### src/rtl/instr_fetch.sv
// Instruction fetch stage: owns the PC, fetches words over a req/ready handshake
// and holds each instruction for decode until the core acknowledges it.
module instr_fetch #(
  parameter logic [31:0] RESET_PC = 32'h0000_0000
) (
  input  logic        clk,
  input  logic        rst,
  output logic        imem_req,
  output logic [31:0] imem_addr,
  input  logic        imem_ready,
  input  logic [31:0] imem_rdata,
  output logic [31:0] instruction,
  output logic [31:0] pc,
  output logic        instr_valid,
  input  logic        instr_ack,
  input  logic        redirect,
  input  logic [31:0] redirect_target,
  output logic        fault,
  output logic [31:0] instr_count
);

  typedef enum logic [1:0] {
    IDLE  = 2'd0,
    FETCH = 2'd1,
    HOLD  = 2'd2,
    FAULT = 2'd3
  } state_t;

  localparam logic [31:0] RESET_PC_ALIGNED = {RESET_PC[31:2], 2'b00};
  localparam logic [31:0] NOP_INSTR        = 32'h0000_0013;

  state_t      r_state;
  logic [31:0] r_pc;
  logic [31:0] r_instr;
  logic [31:0] r_count;
  logic        w_target_aligned;

  assign w_target_aligned = (redirect_target[1:0] == 2'b00);

  // Fetch/hold sequencing; PC, held word and retire count only move on handshakes.
  always_ff @(posedge clk or posedge rst) begin
    if (rst) begin
      r_state <= IDLE;
      r_pc    <= RESET_PC_ALIGNED;
      r_instr <= NOP_INSTR;
      r_count <= 32'd0;
    end else begin
      case (r_state)
        IDLE: begin
          r_state <= FETCH;
        end
        FETCH: begin
          if (imem_ready) begin
            r_instr <= imem_rdata;
            r_state <= HOLD;
          end else begin
            r_state <= FETCH;
          end
        end
        HOLD: begin
          if (instr_ack) begin
            r_count <= r_count + 32'd1;
            if (!redirect) begin
              r_pc    <= r_pc + 32'd4;
              r_state <= FETCH;
            end else if (w_target_aligned) begin
              r_pc    <= {redirect_target[31:2], 2'b00};
              r_state <= FETCH;
            end else begin
              r_state <= FAULT;
            end
          end else begin
            r_state <= HOLD;
          end
        end
        FAULT: begin
          r_state <= FAULT;
        end
        default: begin
          r_state <= IDLE;
        end
      endcase
    end
  end

  assign imem_req    = (r_state == FETCH);
  assign imem_addr   = r_pc;
  assign pc          = r_pc;
  assign instruction = r_instr;
  assign instr_valid = (r_state == HOLD);
  assign fault       = (r_state == FAULT);
  assign instr_count = r_count;

endmodule

### config.mk
export PLATFORM = sky130hd
export DESIGN_NAME = instr_fetch
export DESIGN_NICKNAME = d
export VERILOG_FILES = /design/src/rtl/instr_fetch.sv
export SDC_FILE = /design/constraint.sdc
export NUM_CORES = 1
export LEC_CHECK = 0
export ABC_AREA = 1
export ABC_CLOCK_PERIOD_IN_PS = 3300
export CORE_MARGIN = 8
export CORE_UTILIZATION = 43
export CTS_BUF_LIST = sky130_fd_sc_hd__clkbuf_8
export CTS_CLUSTER_SIZE = 40
export DETAILED_ROUTE_END_ITERATION = 6
export PLACE_DENSITY = 0.87
export SYNTH_ARGS = -nofsm -noshare
export SYNTH_HDL_FRONTEND = slang
export SYNTH_SLANG_ARGS = --single-unit
### constraint.sdc
create_clock -name clk -period 3.3 [get_ports clk]
set_clock_uncertainty 0.1 [all_clocks]
set_input_delay 0.66 -clock clk [delete_from_list [all_inputs] [get_ports clk]]
set_output_delay 0.66 -clock clk [all_outputs]
set_load 0.005 [all_outputs]
==> flow_summary_export.csv <==
group,metric,value,unit
power_and_ir_drop,leakagePower,3.474,nW
power_and_ir_drop,internal-power,3.531,mW
placement,place_congestion,0.9224,
timing,period_needed,2326,ps
timing,timing.fmax,0.4299,GHz
timing,rsz0062_at_grt,"no",
power_and_ir_drop,p_seq_frac,0.388,
route,wl_per_cell,15.23,um
timing,worstMarginPinSlew,820.5,ps
finish,diodes,0,
placement,placed_cell_area,0.007631,mm2
floorplan,ios,200,
power_and_ir_drop,power.switching,1.878,mW
timing,drv_slew,0,
yosys,synth_cell_types,38,
timing,setup_viol,0,
clock_tree,hold_buffers,0,
finish,fin_nets,996,
clock_tree,cts_tree,"built",
worst_setup_path,worst_setup_path_end_kind,"output pin",
yosys,synth_mux_area_frac,0.06261,
clock_tree,root_buffer,"clkbuf_8",
route,drt-pass1-iter-count,5,
clock_tree,clkLatencyLatePin,370,ps
finish,final_area,0.007854,mm2
power_and_ir_drop,pwr-share-comb,0.448,
worst_setup_path,critPathKind,"reg -> out",
timing,slew_headroom,0.4511,
timing,min_period_over_period,0.7048,
floorplan,initial_core_util,0.4381,
clock_tree,cts_setup_buffers,0,
power_and_ir_drop,max-vdd-ir-drop,0.3968,mV
route,drt_iter0_markers,384,
yosys,synthXorXnorAreaFrac,0.02435,
timing,setup_tns,0,ps
clock_tree,htree_levels,3,
route,ant_nets,0,
worst_setup_path,worst_ep_required_time,2540,ps
yosys,postSynthAreaPerCell,7.563,um2
floorplan,row_count,42,
yosys,synth-seq-cells,96,
timing,hold_viol,0,
hold_path,hold_path.class,"reg -> reg",
yosys,yosys.area_share.simple,0.3313,
finish,final_core_utilization,0.5978,
floorplan,design.core.area,0.01314,mm2
grt,grt_overflow,0,
worst_setup_path,crit_fanout,4,
placement,io_buffers,195,
finish,drive_above_1_share,0.08065,
placement,hpwl,12810,um
yosys,syn_area,0.005756,mm2
finish,layout.cells.non_filler,1106,
status,status,"finished clean",
grt,grt_pass1_vias,5530,
placement,placedCellCount,1090,
floorplan,die_area,0.01734,mm2
grt,grt_pass1_wl,27920,um
worst_setup_path,cp-start-kind,"flop",
run,drv_cap,0,
clock_tree,cts_resized,0,
yosys,ys_seq_area_frac,0.4180,
yosys,synth_adder_area_share,0.004348,
grt,antenna_found_initial,0,
floorplan,dieHeight,131.7,um
clock_tree,numCtsBuffers,9,
finish,area_growth_syn_to_layout,36.46,%
clock_tree,path_clk_slew,100,ps
route,drt_wl_total,16850,um
yosys,ys_warn_count,0,
worst_setup_path,arrival,1570,ps
clock_tree,cts.sinks,96,
grt,track_usage,0.1936,
floorplan,die_w,131.7,um
yosys,synth_compound_gate_area_share,0.04913,
yosys,netlist_instances,761,
route,drc,0,
clock_tree,clockBufferDepth,2,
power_and_ir_drop,pwr-share-clk,0.163,
route,dr_total_vias,5478,
yosys,synth_top_family_by_area,"simple AND/OR/NAND/NOR gates",
power_and_ir_drop,p_sw_frac,0.3472,
power_and_ir_drop,power.density,688.7,mW/mm2
route,vias_per_cell,4.953,
grt,grt_max_degree,49,
-- cell usage in the layout, fill, tap and decap left out, types with 8 or more instances in the layout --
cell,count
dfrtp_1,93
nor2_1,106
nand3b_1,9
nand3_1,46
mux2_1,14
clkbuf_8,10
nor2_4,8
a21oi_1,16
mux2_2,18
nor2_2,9
clkdlybuf4s50_1,195
xor2_1,8
nand2_1,240
xnor2_1,8
o21ai_0,23
nand4_1,8
inv_1,67
-- registers in the layout (all words and copies together) (netlist names) --
name / count
r_state: 2
imem_addr: 30
instr_count: 32
instruction: 32
-- per-stage QoR --
stage	setup slack, ps	hold slack [ps]	power (mW)
2_1_floorplan	39.59	384.2	3.196
3_3_place_gp	838.0	374.0	4.492
5_1_grt	887.1	426.0	5.785
4_1_cts	947.4	402.2	5.469
6_report	974.0	399.2	5.409
3_5_place_dp	794.9	380.0	4.575
-- worst max-delay path, stage by stage (launching register included) --
cell	delay, ps
dfrtp_1	440
inv_2	60
nor2_4	130
clkdlybuf4s50_1	560
-- power groups by stage --
stage                     clock network (mW)  logic [mW]  registers, mW
final                                  0.883        2.42           2.10
after global routing                   0.948        2.66           2.18
after CTS                              0.907        2.47           2.10
after detailed placement                   0        2.46           2.12
after global placement                     0        2.40           2.09
after floorplan                            0        1.16           2.03
-- cell families after synthesis --
family | count (synthesis)
AND/OR/NAND/NOR | 441
buffers and inverters | 121
flip-flops | 96
AO/OA/AOI/OAI | 52
multiplexers | 32
XOR/XNOR | 16
adder cells (fa/ha/maj) | 2
other | 1
-- routing by layer --
metal	routed length [um]	vias to the layer above	global-route usage
met5	0	-	0
met2	8516	214	0.3414
met1	6828	2561	0.2226
li1	-	2676	-
met3	1188	27	0.05373
met4	312	0	0.06063
-- final cells by class --
type / count / area (um2)
clock inverters: 6 / 85.08
flip-flops and latches: 96 / 2406
inverters: 70 / 265.3
fillers: 1177 / 5284
repair buffers: 201 / 2009
well taps: 176 / 220.2
clock buffers: 10 / 137.6
multi-input cells: 547 / 2730
-- worst paths after layout --
path / start / endpoint / slack (ps) / depth (start not counted)
setup reg to reg: imem_addr[2] / imem_addr[22] / 1410 / 10
setup / recovery: r_state[1] / instr_valid / 970 / 3
hold / removal: instruction[6] / instruction[6] / 400 / 1
min in group asynchronous: rst / instr_count[8] / 520 / 2
max in group asynchronous: rst / imem_addr[23] / 1910 / 3
hold reg to reg: instruction[6] / instruction[6] / 400 / 1
-- synthesized netlist by cell type (all sizes together) --
cell	instances	area share
and2	2	0.0022
mux2	32	0.063
nand3	47	0.042
nor3	4	0.0052
nand4	9	0.011
conb	1	0.00065
buf	48	0.062
o21bai	1	0.0013
nand2	247	0.16
o31ai	1	0.0022
ha	2	0.0043
nand3b	9	0.012
clkbuf	3	0.0020
dfrtp	93	0.40
xor2	8	0.012
o22ai	1	0.0011
xnor2	8	0.012
o32ai	1	0.0015
o211ai	1	0.0013
a22oi	2	0.0026
o21ai	29	0.025
dfstp	3	0.014
a21oi	16	0.014
inv	70	0.046
nor2	123	0.095
No activity file was read; power rests on OpenSTA's default activity.
